===== src/rtl/pid_mc.sv =====
// pid_mc: multi-channel time-multiplexed PID engine with one shared
// saturating Q-format multiplier and per-channel gain/state banks.
// Optional derivative path enabled by defining PID_DERIV_EN; without it
// the FSM skips the D state and kd/prev_err storage is not built.
module pid_mc #(
    parameter int D_WIDTH = 16,
    parameter int Q_BITS  = 13,
    parameter int N_CHAN  = 4,
    parameter int LIM_MAX = 4096,
    parameter int LIM_MIN = -4096,
    localparam int CH_W   = (N_CHAN > 1) ? $clog2(N_CHAN) : 1
) (
    input  logic                      clk,
    input  logic                      rstb,
    input  logic                      cfg_we,
    input  logic [CH_W-1:0]           cfg_chan,
    input  logic [1:0]                cfg_reg,
    input  logic signed [D_WIDTH-1:0] cfg_data,
    input  logic                      in_valid,
    output logic                      in_ready,
    input  logic [CH_W-1:0]           in_chan,
    input  logic signed [D_WIDTH-1:0] target,
    input  logic signed [D_WIDTH-1:0] measurement,
    output logic                      out_valid,
    output logic [CH_W-1:0]           out_chan,
    output logic signed [D_WIDTH-1:0] out,
    output logic                      out_sat
);

    typedef logic signed [D_WIDTH-1:0]   data_t;
    typedef logic signed [D_WIDTH+1:0]   sum_t;
    typedef logic signed [2*D_WIDTH-1:0] prod_t;

    typedef enum logic [2:0] {
        S_IDLE,
        S_P,
        S_I,
`ifdef PID_DERIV_EN
        S_D,
`endif
        S_OUT
    } state_t;

    localparam data_t D_MAX = {1'b0, {(D_WIDTH-1){1'b1}}};
    localparam data_t D_MIN = {1'b1, {(D_WIDTH-1){1'b0}}};
    localparam prod_t P_MAX = {{(D_WIDTH+1){1'b0}}, {(D_WIDTH-1){1'b1}}};
    localparam prod_t P_MIN = {{(D_WIDTH+1){1'b1}}, {(D_WIDTH-1){1'b0}}};
    localparam sum_t  L_HI  = sum_t'(LIM_MAX);
    localparam sum_t  L_LO  = sum_t'(LIM_MIN);

    // Saturate any wide signed value to D_WIDTH.
    function automatic data_t sat_p(input prod_t x);
        if (x > P_MAX) return D_MAX;
        if (x < P_MIN) return D_MIN;
        return x[D_WIDTH-1:0];
    endfunction

    function automatic data_t sat_d(input sum_t x);
        return sat_p(prod_t'(x));
    endfunction

    // Full-width product, floor shift by Q_BITS, then saturate (never wraps).
    function automatic data_t mul_q(input data_t a, input data_t b);
        prod_t p;
        p = a * b;
        return sat_p(p >>> Q_BITS);
    endfunction

    function automatic sum_t clamp_lim(input sum_t x);
        if (x > L_HI) return L_HI;
        if (x < L_LO) return L_LO;
        return x;
    endfunction

    state_t          state_q, state_d;
    logic [CH_W-1:0] chan_q, chan_d;
    logic            chan_ok_q, chan_ok_d;
    data_t           e_q, e_d;
    data_t           kp_s_q, kp_s_d, ki_s_q, ki_s_d;
    sum_t            acc_q, acc_d;
    data_t           kp_q [N_CHAN];
    data_t           kp_d [N_CHAN];
    data_t           ki_q [N_CHAN];
    data_t           ki_d [N_CHAN];
    data_t           integ_q [N_CHAN];
    data_t           integ_d [N_CHAN];
`ifdef PID_DERIV_EN
    data_t           kd_s_q, kd_s_d;
    data_t           kd_q [N_CHAN];
    data_t           kd_d [N_CHAN];
    data_t           prev_err_q [N_CHAN];
    data_t           prev_err_d [N_CHAN];
    data_t           diff;
`endif
    data_t           out_q, out_d;
    logic [CH_W-1:0] out_chan_q, out_chan_d;
    logic            out_sat_q, out_sat_d;
    logic            out_valid_q, out_valid_d;

    data_t           mul_a, mul_b, mul_y;
    sum_t            it_w, acc_lim;
    logic [CH_W-1:0] rd_ix, in_ix;
    logic            in_ok, cfg_ok;

    assign in_ready  = (state_q == S_IDLE) && !cfg_we;
    assign out_valid = out_valid_q;
    assign out_chan  = out_chan_q;
    assign out       = out_q;
    assign out_sat   = out_sat_q;

    // Shared multiplier; operands are steered by the FSM below.
    assign mul_y = mul_q(mul_a, mul_b);

    // Next-state, datapath and configuration updates.
    always_comb begin
        // NOTE: every signal written here gets a default first so no latch is inferred.
        state_d     = state_q;
        chan_d      = chan_q;
        chan_ok_d   = chan_ok_q;
        e_d         = e_q;
        kp_s_d      = kp_s_q;
        ki_s_d      = ki_s_q;
        acc_d       = acc_q;
        kp_d        = kp_q;
        ki_d        = ki_q;
        integ_d     = integ_q;
`ifdef PID_DERIV_EN
        kd_s_d      = kd_s_q;
        kd_d        = kd_q;
        prev_err_d  = prev_err_q;
        diff        = '0;
`endif
        out_d       = out_q;
        out_chan_d  = out_chan_q;
        out_sat_d   = out_sat_q;
        out_valid_d = 1'b0;
        mul_a       = '0;
        mul_b       = '0;
        it_w        = '0;
        acc_lim     = '0;
        in_ok       = int'(in_chan) < N_CHAN;
        in_ix       = in_ok ? in_chan : '0;
        rd_ix       = chan_ok_q ? chan_q : '0;
        cfg_ok      = int'(cfg_chan) < N_CHAN;

        case (state_q)
            S_IDLE: begin
                if (in_valid && in_ready) begin
                    state_d   = S_P;
                    chan_d    = in_chan;
                    chan_ok_d = in_ok;
                    e_d       = sat_d(sum_t'(target) - sum_t'(measurement));
                    kp_s_d    = kp_q[in_ix];
                    ki_s_d    = ki_q[in_ix];
`ifdef PID_DERIV_EN
                    kd_s_d    = kd_q[in_ix];
`endif
                end
            end
            S_P: begin
                mul_a   = kp_s_q;
                mul_b   = e_q;
                acc_d   = sum_t'(mul_y);
                state_d = S_I;
            end
            S_I: begin
                mul_a = ki_s_q;
                mul_b = e_q;
                it_w  = clamp_lim(sum_t'(integ_q[rd_ix]) + sum_t'(mul_y));
                if (chan_ok_q) integ_d[rd_ix] = it_w[D_WIDTH-1:0];
                acc_d = acc_q + it_w;
`ifdef PID_DERIV_EN
                state_d = S_D;
`else
                state_d = S_OUT;
`endif
            end
`ifdef PID_DERIV_EN
            S_D: begin
                diff  = sat_d(sum_t'(e_q) - sum_t'(prev_err_q[rd_ix]));
                mul_a = kd_s_q;
                mul_b = diff;
                acc_d = acc_q + sum_t'(mul_y);
                if (chan_ok_q) prev_err_d[rd_ix] = e_q;
                state_d = S_OUT;
            end
`endif
            S_OUT: begin
                acc_lim     = clamp_lim(acc_q);
                out_d       = chan_ok_q ? acc_lim[D_WIDTH-1:0] : '0;
                // Saturation flag means the output sits on a rail, including exactly reaching it.
                out_sat_d   = chan_ok_q && ((acc_q >= L_HI) || (acc_q <= L_LO));
                out_chan_d  = chan_q;
                out_valid_d = 1'b1;
                state_d     = S_IDLE;
            end
            default: state_d = S_IDLE;
        endcase

        // Configuration is applied after write-backs so a clear wins a same-edge collision.
        if (cfg_we && cfg_ok) begin
            case (cfg_reg)
                2'd0: kp_d[cfg_chan] = cfg_data;
                2'd1: ki_d[cfg_chan] = cfg_data;
`ifdef PID_DERIV_EN
                2'd2: kd_d[cfg_chan] = cfg_data;
`endif
                2'd3: begin
                    integ_d[cfg_chan] = '0;
`ifdef PID_DERIV_EN
                    prev_err_d[cfg_chan] = '0;
`endif
                end
                default: ;
            endcase
        end
    end

    // State registers; reset clears everything, aborting any iteration in flight.
    always_ff @(posedge clk or negedge rstb) begin
        if (!rstb) begin
            state_q     <= S_IDLE;
            chan_q      <= '0;
            chan_ok_q   <= 1'b0;
            e_q         <= '0;
            kp_s_q      <= '0;
            ki_s_q      <= '0;
            acc_q       <= '0;
            kp_q        <= '{default: '0};
            ki_q        <= '{default: '0};
            // NOTE: the small per-channel banks are reset because loop state must start at zero.
            integ_q     <= '{default: '0};
`ifdef PID_DERIV_EN
            kd_s_q      <= '0;
            kd_q        <= '{default: '0};
            prev_err_q  <= '{default: '0};
`endif
            out_q       <= '0;
            out_chan_q  <= '0;
            out_sat_q   <= 1'b0;
            out_valid_q <= 1'b0;
        end else begin
            // NOTE: non-blocking so every flop samples pre-edge values.
            state_q     <= state_d;
            chan_q      <= chan_d;
            chan_ok_q   <= chan_ok_d;
            e_q         <= e_d;
            kp_s_q      <= kp_s_d;
            ki_s_q      <= ki_s_d;
            acc_q       <= acc_d;
            kp_q        <= kp_d;
            ki_q        <= ki_d;
            integ_q     <= integ_d;
`ifdef PID_DERIV_EN
            kd_s_q      <= kd_s_d;
            kd_q        <= kd_d;
            prev_err_q  <= prev_err_d;
`endif
            out_q       <= out_d;
            out_chan_q  <= out_chan_d;
            out_sat_q   <= out_sat_d;
            out_valid_q <= out_valid_d;
        end
    end

endmodule


===== config.mk =====
export PLATFORM = sky130hd
export DESIGN_NAME = pid_mc
export DESIGN_NICKNAME = d
export VERILOG_FILES = /design/src/rtl/pid_mc.sv
export SDC_FILE = /design/constraint.sdc
export NUM_CORES = 1
export LEC_CHECK = 0
export CORE_MARGIN = 10
export CORE_UTILIZATION = 40
export CTS_BUF_LIST = sky130_fd_sc_hd__clkbuf_4 sky130_fd_sc_hd__clkbuf_8
export CTS_CLUSTER_SIZE = 10
export DETAILED_ROUTE_END_ITERATION = 8
export GPL_TIMING_DRIVEN = 0
export PLACE_DENSITY_LB_ADDON = 0.12
export SLEW_MARGIN = 20
export SYNTH_ARGS = -nofsm -noshare
export SYNTH_HDL_FRONTEND = slang
export SYNTH_SLANG_ARGS = --single-unit

===== constraint.sdc =====
create_clock -name clk -period 24.6 [get_ports clk]
set_clock_uncertainty 0.15 [all_clocks]
set_input_delay 3.69 -clock clk [delete_from_list [all_inputs] [get_ports clk]]
set_output_delay 3.69 -clock clk [all_outputs]
set_load 0.01 [all_outputs]

Yosys cells after proc, flatten, opt, wreduce, memory -nomap -nowiden. Index checks and enable logic that the tools add are counted.

Output and inout port bits: 21. RAM bits: 0. ROM bits: 0. Memories: 0. Bits in latches: 0. Flip-flop bits (word level): 284.

Multiplexer cells: 65. Reduce and logical (&&, ||, !) cells: 14. Equal/unequal tests: 6. Divide/modulo/power cells: 0. Shift operators: 0. Multipliers: 1. Bitwise logic cells: 5. Add/subtract/negate cells: 3. Magnitude comparators: 15.

Operators by type and width (count): 2-to-1 mux 16 bit (22); 2-to-1 mux 64 bit (4); bitwise mux 64 bit (3); binary-select mux 16 bit (select 2 bit) (3); 2-to-1 mux 18 bit (5); AND 64 bit (1); demux 16 bit (select 2 bit) (2); inverter 64 bit (1); one-hot mux 18 bit (2 select lines) (1); multiplier 16 x 16 -> 32 bit (1); one-hot mux 16 bit (2 select lines) (1); 2-to-1 mux 1 bit (21); greater-than comparator 19 x 16 -> 1 bit (second input constant) (1); < comparator 19 x 16 -> 1 bit (second input constant) (1); adder 18 bit (1); greater-or-equal comparator 18 x 14 -> 1 bit (second input constant) (1); greater-than comparator 18 x 14 -> 1 bit (second input constant) (1); less-or-equal comparator 18 x 13 -> 1 bit (second input constant) (1); < comparator 18 x 13 -> 1 bit (second input constant) (1); adder 16 x 16 -> 17 bit (1); greater-than comparator 17 x 14 -> 1 bit (second input constant) (1); greater-than comparator 17 x 16 -> 1 bit (second input constant) (1); < comparator 17 x 13 -> 1 bit (second input constant) (1); < comparator 17 x 16 -> 1 bit (second input constant) (1); other kinds (20) (32).

Depth between registers and ports, before layout. Gate-level depths: netlist (run 1).

Depth in word-level cells: 24. Mapped depth: 55.

Least setup slack after synthesis (run 1). Ideal clock, no wire load.

Kind: reg-to-reg. From: register state_q[0]. To: register acc_q[17]. Stages on the path, launching flop included: 53. Arrival time: 12264 ps. Path buffers: 9. Path slack: 12070 ps. Period minus slack after synthesis: 12530 ps. Data required time: 24334 ps. Cell sequence: dfrtp_1 inv_1 ha_1 clkbuf_1 clkbuf_1 a22o_1 clkbuf_1 nand2_1 fa_1 inv_1 fa_1 inv_1 fa_1 inv_1 fa_1 fa_1 inv_1 fa_1 (+17 left out) a21oi_1 o41a_1 a41o_1 buf_2 nor4_1 buf_2 mux2i_1 clkbuf_1 nor2_1 ha_1 a211o_1 a2111oi_0 o311ai_0 a211oi_1 o31ai_1 a21oi_1 xnor2_1 o311ai_0.

Word-level cells in the longest chain between the ends: 19. Elaborated cells on any way between the ends: 29. Those cells by class: 2 x add/sub; 1 x mul; 4 x order compare; 2 x eq/ne; 18 x mux; 2 x reduce/logical.

RTL lines: from (decl) (RTL line 75) `state_t state_q, state_d;`; from (signal assigned) (RTL line 244) `state_q <= state_d;`; == test 3 x 2 -> 1 bit or == test 3 x 1 -> 1 bit (tied branches) (RTL line 146) `case (state_q)`; OR reduction 2 bit (no line); 2-to-1 mux 16 bit (RTL line 146); multiplier 16 x 16 -> 32 bit (RTL line 65) `p = a * b;`; < comparator 19 x 16 -> 1 bit (RTL line 54) `if (x < P_MIN) return D_MIN;`; 2-to-1 mux 1 bit (2 in series) (RTL line 54); 2-to-1 mux 16 bit (RTL line 55) `return x[D_WIDTH-1:0];`; 2-to-1 mux 16 bit (RTL line 54); adder 16 x 16 -> 17 bit (RTL line 169) `it_w = clamp_lim(sum_t'(integ_q[rd_ix]) + sum_t'(mul_y));`; < comparator 17 x 13 -> 1 bit (RTL line 71) `if (x < L_LO) return L_LO;`; 2-to-1 mux 1 bit (2 in series) (RTL line 71); 2-to-1 mux 1 bit (RTL line 146); 2-to-1 mux 18 bit (RTL line 72) `return x;`; 2-to-1 mux 18 bit (RTL line 71); 2-to-1 mux 18 bit (RTL line 146); adder 18 bit (RTL line 171) `acc_d = acc_q + it_w;`; one-hot mux 18 bit (2 select lines) (RTL line 146); to (signal assigned) (RTL line 228) `acc_q <= '0;`; to (signal assigned) (RTL line 250) `acc_q <= acc_d;`; to (decl) (RTL line 80) `sum_t acc_q, acc_d;`.

Parallel ways exist; a longest one is shown, timed or not. The select of a mux whose other input is x is not followed. A chain may end at the register's enable or synchronous reset.

Worst setup path in the final report (run 1). Ends and elaborated chain as after synthesis.

==> results.py, run 1 <==
metrics = {
    "cts": {
        "ctsHoldBuffers": 0,
        "cts_buffers": 48,
        "cts_tree": "done",
        "postCtsResizedCells": 0,
        "cts.htree.levels": 2,
        "clock-sinks": 283,
        "post_cts_buffers": 0,
        "clkTransAtPathRegs_ps": 60,
        "clk_latency_ps": 630,
        "max-clock-path-buffers": 3,
        "ctsRootBufferMaster": "clkbuf_8",
    },
    "setup_path": {
        "critPathMaxStageDelay_ps": 710,
        "arrival_ps": 17160,
        "r2r_slack_ps": 7780,
        "reg2reg_from": "state_q[0]",
        "crit_family": "compound AO/OA/AOI/OAI gates",
        "crit_type": "flop to flop",
        "crit_buf_inv": 13,
        "crit_path_max_fanout": 10,
        "cp_slowest_cell": "xnor2_1",
        "ff2ff_path_depth": 48,
        "reg2reg_to": "acc_q[17]",
        "worstPathRequired_ps": 24940,
        "worstSetupEndpointType": "flop",
        "start_kind": "flop",
    },
    "synth": {
        "synth_ff_type": "dfrtp_1",
        "ys_types": 78,
        "yosysSeqAreaShare_pct": 28.2,
        "syn_avg_cell_area_um2": 9.53,
        "ys_warn_count": 0,
        "async_reset_ff_share_pct": 100,
        "synth-seq-cells": 283,
        "syn-cell-area_mm2": 0.0251,
        "synth.net_count": 3086,
        "syn_inst": 2632,
        "synth-edff-count": 0,
    },
    "finish": {
        "final_common_cell": "inv_1",
        "final_nets": 3223,
        "syn2layout_area_growth_pct": 12.3,
        "final_core_util_pct": 45.5,
        "mostFrequentLayoutCells": "inv_1 (359), nand2_1 (311), dfrtp_1 (283), nor2_1 (270), fa_1 (264)",
        "fillers": 6094,
        "drive_above_1_share_pct": 10.4,
    },
    "route": {
        "drt_first_pass_iters": 5,
        "ant_nets": 0,
        "drt-wirelength-per-cell_um": 20.5,
        "drtIter0Drc": 1335,
        "drc": 0,
        "vias": 19961,
        "wl_mm": 74.8,
        "drt-vias-per-instance": 5.48,
    },
    "floorplan": {
        "die_area_mm2": 0.0731,
        "fp.dieW_um": 270,
        "fp-row-count": 91,
        "die_y_um": 270,
        "coreArea_mm2": 0.0619,
        "start_util_pct": 40.5,
        "io_pins": 79,
    },
    "grt": {
        "track_usage_pct": 20.6,
        "grt_pass1_vias": 20952,
        "grt_pass1_wl_mm": 120,
        "grt_remaining_overflow": 0,
        "antenna_found_initial": 1,
        "grt_max_degree": 103,
    },
    "timing": {
        "maxSlewHeadroom_pct": 21.5,
        "finalMaxSlewViolations": 0,
        "finalSetupViolCount": 0,
        "post-route-period-util_pct": 68.4,
        "rsz0062_at_grt": "false",
        "tightest_slew_ps": 1180,
        "period_needed_ps": 16820,
        "fmax_mhz": 59.5,
        "finalHoldViolCount": 0,
        "hold_ws_ps": 344,
        "setup_tns_ps": 0,
    },
    "run": {
        "maxCapViolCount": 0,
    },
    "hold_path": {
        "min_to": "integ_q[13]",
        "whs_path_depth": 1,
        "hp-class": "flop to flop",
        "min-delay-start": "integ_q[13]",
    },
    "place": {
        "port_buffers": 76,
        "gp_congestion": 0.923,
        "dp_hpwl_mm": 59.7,
    },
    "run_status": {
        "status": "complete, no violations",
    },
}
[state kept, by name, summed over array words and instances (netlist names)]
name and cells:
kp_s_q 16, out 16, integ_q 64, out_valid 1, kp_q 64, state_q 2
ki_q 64, out_sat 1, chan_q 2, e_q 16, ki_s_q 16, acc_q 18
out_chan 2, chan_ok_q 1
[worst max path at each step]
stage,start,to,slack (ps),cells after the start
floorplan,state_q[0],acc_q[17],12070,52
global placement,rstb,kp_q[8],7440,1
detailed placement,state_q[0],acc_q[17],7990,48
CTS,state_q[0],acc_q[17],7870,48
global route,state_q[1],acc_q[17],6870,44
finish,state_q[0],acc_q[17],7780,48
[kinds of logic after synthesis]
| logic type | after synthesis | share of synthesized area (%) |
|---|---|---|
| AND/OR/NAND/NOR | 792 | 13.7 |
| buffers and inverters | 487 | 7.32 |
| adder cells (fa/ha/maj) | 396 | 27.6 |
| flip-flops | 283 | 28.2 |
| XOR/XNOR | 54 | 1.94 |
| AO/OA/AOI/OAI | 450 | 12.2 |
| multiplexers | 170 | 9.04 |
[per-layer routing]
metal / part of all wire, % / global-route usage, %
met4: 2.6 / 5.87
met2: 47 / 33.6
met3: 5.7 / 3.12
met5: 0 / 0
met1: 45 / 27.9
[worst register-to-register path, delay by kind of cell, from the launching register on]
kind	cells	cell delay (ps)
AO/OA/AOI/OAI	17	6350
adder cells (fa/ha/maj)	10	4250
buffers and inverters	13	3010
AND/OR/NAND/NOR	5	1390
XOR/XNOR	2	820
flip-flops	1	400
multiplexers	1	350
[cell usage after synthesis (9+ instances only)]
cell	instances	area share, %
a211oi_1	22	0.66
xnor2_1	35	1.2
o21a_1	26	0.78
nand2_1	311	4.7
nor2_1	270	4.0
buf_1	11	0.16
a21o_1	15	0.45
fa_1	264	21
nand2b_1	16	0.40
dfrtp_1	283	28
mux2_2	133	6.0
nor2b_1	11	0.27
a21oi_1	129	2.6
a22oi_1	15	0.45
o22ai_1	32	0.80
xor2_1	18	0.63
clkbuf_1	110	1.6
a22o_1	17	0.59
or3_1	11	0.27
nand3_1	86	1.7
inv_1	359	5.4
mux4_2	32	2.9
o31ai_1	9	0.27
nor3_1	18	0.36
o21ai_0	65	1.3
and3_1	10	0.25
a32oi_1	47	1.6
ha_1	132	6.6
and2_1	14	0.35
[stage by stage]
stage,cells,setup slack [ps],cell area (um2)
6_report,3645,7780,28200
5_1_grt,3645,6870,28200
4_1_cts,3642,7870,28200
3_5_place_dp,3554,7990,27000
3_3_place_gp,3545,7440,26900
2_1_floorplan,2632,12070,25100
[area by class of cell]
class / count / area, um2 / share of cell area (%)
antenna: 1 / 2.50 / 0.00888
buffer: 128 / 489 / 1.74
clock buffer: 74 / 943 / 3.35
clock inverter: 14 / 216 / 0.768
inverter: 359 / 1350 / 4.78
multi-input combinational: 1862 / 16200 / 57.4
sequential: 283 / 7080 / 25.1
tap: 837 / 1050 / 3.72
timing repair buffer: 87 / 878 / 3.12
Power of run 1 is left out: the tool's default activity adds up to more than one toggle a clock period on the data nets, which glitch-free logic cannot reach.
==> inputs of run 2 (changes only) <==
==> constraint.sdc (replaced) <==
create_clock -name clk -period 17.15 [get_ports clk]
set_clock_uncertainty 0.15 [all_clocks]
set_input_delay 2.5725 -clock clk [delete_from_list [all_inputs] [get_ports clk]]
set_output_delay 2.5725 -clock clk [all_outputs]
set_load 0.01 [all_outputs]
==> run 2 against run 1 <==
Global-route usage unchanged. Die area is the same. Worst setup slack got worse by 6800 ps. Register-to-register slack got worse by 6800 ps. Worst hold slack worse by 0.56 ps. Critical path depth rose by 4. Sequential share of layout area barely moved. First-iteration DRC count rose by 1.3%. Non-clock buffer count did not move. Design area is 0.11% higher. Sequential cell count unchanged. Final cell count unchanged.
==> results.py, run 2 (synthesis results as in run 1) <==
metrics = {
    "run_status": {
        "status": "complete, no violations",
    },
    "setup_path": {
        "arrival_ps": 16530,
        "start_kind": "flop",
        "cp_slowest_cell": "a2111oi_0",
        "crit_type": "flop to flop",
        "crit_path_max_fanout": 10,
        "worstPathRequired_ps": 17490,
        "critPathMaxStageDelay_ps": 680,
        "worstSetupEndpointType": "flop",
    },
    "cts": {
        "max-clock-path-buffers": 3,
        "cts_tree": "done",
        "ctsRootBufferMaster": "clkbuf_8",
        "cts_buffers": 48,
        "post_cts_buffers": 0,
        "cts.htree.levels": 2,
        "clock-sinks": 283,
        "clkTransAtPathRegs_ps": 60,
        "clk_latency_ps": 630,
    },
    "grt": {
        "grt_pass1_wl_mm": 120,
        "grt_pass1_vias": 20952,
        "track_usage_pct": 20.6,
        "grt_remaining_overflow": 0,
        "grt_max_degree": 103,
        "antenna_found_initial": 1,
    },
    "timing": {
        "finalSetupViolCount": 0,
        "finalHoldViolCount": 0,
        "maxSlewHeadroom_pct": 21.5,
        "tightest_slew_ps": 1180,
        "post-route-period-util_pct": 94.3,
        "period_needed_ps": 16180,
        "finalMaxSlewViolations": 0,
        "fmax_mhz": 61.8,
        "setup_tns_ps": 0,
    },
    "route": {
        "drt-wirelength-per-cell_um": 20.5,
        "wl_mm": 74.8,
        "drt-vias-per-instance": 5.47,
        "vias": 19933,
        "drtIter0Drc": 1352,
        "ant_nets": 0,
        "drc": 0,
        "drt_first_pass_iters": 5,
    },
    "floorplan": {
        "start_util_pct": 40.5,
        "fp.dieW_um": 270,
        "die_area_mm2": 0.0731,
        "io_pins": 79,
        "die_y_um": 270,
        "fp-row-count": 91,
        "coreArea_mm2": 0.0619,
    },
    "finish": {
        "final_nets": 3223,
        "reg.largest.list": "integ_q x64, ki_q x64, kp_q x64",
        "drive_above_1_share_pct": 10.7,
        "syn2layout_area_growth_pct": 12.5,
        "mostFrequentLayoutCells": "inv_1 (359), nand2_1 (311), dfrtp_1 (283), nor2_1 (270), fa_1 (264)",
        "final_common_cell": "inv_1",
        "multi_input_area_mm2": 0.0162,
        "fin_cells": 3645,
        "seq_area_mm2": 0.00708,
        "fillers": 6091,
        "final_area_mm2": 0.0282,
        "final_core_util_pct": 45.5,
    },
    "place": {
        "dp_hpwl_mm": 59.7,
        "place_inst": 3554,
        "gp_congestion": 0.923,
        "port_buffers": 76,
        "placed_area_mm2": 0.0270,
    },
    "hold_path": {
        "hp-class": "flop to flop",
    },
    "run": {
        "maxCapViolCount": 0,
    },
}
run 2: changes by cell type in the layout (fill, tap and decap cells not counted):
cell	delta
clkbuf_1	-2
a211oi_2	+1
nor4_1	-1
clkbuf_2	+3
a211oi_1	-1
xnor2_2	+2
nor4_2	+1
buf_1	-1
xnor2_1	-2
run 2: layout make-up:
cell class / instances / share of cell area [%]
Multi-Input combinational cell: 1862 / 57.4
Buffer: 128 / 1.75
Timing Repair Buffer: 87 / 3.11
Antenna cell: 1 / 0.00887
Sequential cell: 283 / 25.1
Tap cell: 837 / 3.71
Clock buffer: 74 / 3.34
Clock inverter: 14 / 0.767
Inverter: 359 / 4.78
run 2: per-layer routing:
| layer | global-route usage, % | vias to the layer above | wire [um] |
|---|---|---|---|
| li1 | - | 9081 | - |
| met1 | 27.9 | 10126 | 33400 |
| met2 | 33.6 | 610 | 35000 |
| met3 | 3.12 | 116 | 4420 |
| met4 | 5.87 | 0 | 1940 |
| met5 | 0 | - | 0 |
run 2: critical path: cells and delay by family, from the launching register on:
family                   cells  cell delay [ps]
AO/OA/AOI/OAI               16             5830
flip-flops                   1              400
buffers and inverters       16             3350
XOR/XNOR                     1              110
AND/OR/NAND/NOR              7             1560
adder cells (fa/ha/maj)     11             4370
multiplexers                 1              240
run 2: repair_timing:
action,CTS,global route
hold buffers,0,0
setup endpoints to repair,0,3
gates resized for setup,0,9
run 2: worst paths after layout:
kind | from | end | slack, ps | depth (start not counted)
hold reg to reg | integ_q[13] | integ_q[13] | 340 | 1
setup reg to reg | state_q[0] | acc_q[17] | 970 | 52
max in group asynchronous | rstb | kp_q[44] | 14040 | 2
setup / recovery | state_q[0] | acc_q[17] | 970 | 52
hold / removal | integ_q[13] | integ_q[13] | 340 | 1
min in group asynchronous | rstb | integ_q[25] | 1830 | 1
run 2: through the flow:
stage               worst slack (ps)  hold slack (ps)
detailed placement               539              332
CTS                              424              349
global placement                 581              330
global route                   -23.3              356
floorplan                       4620              314
finish                           969              343
Power of run 2 is left out for the same reason.
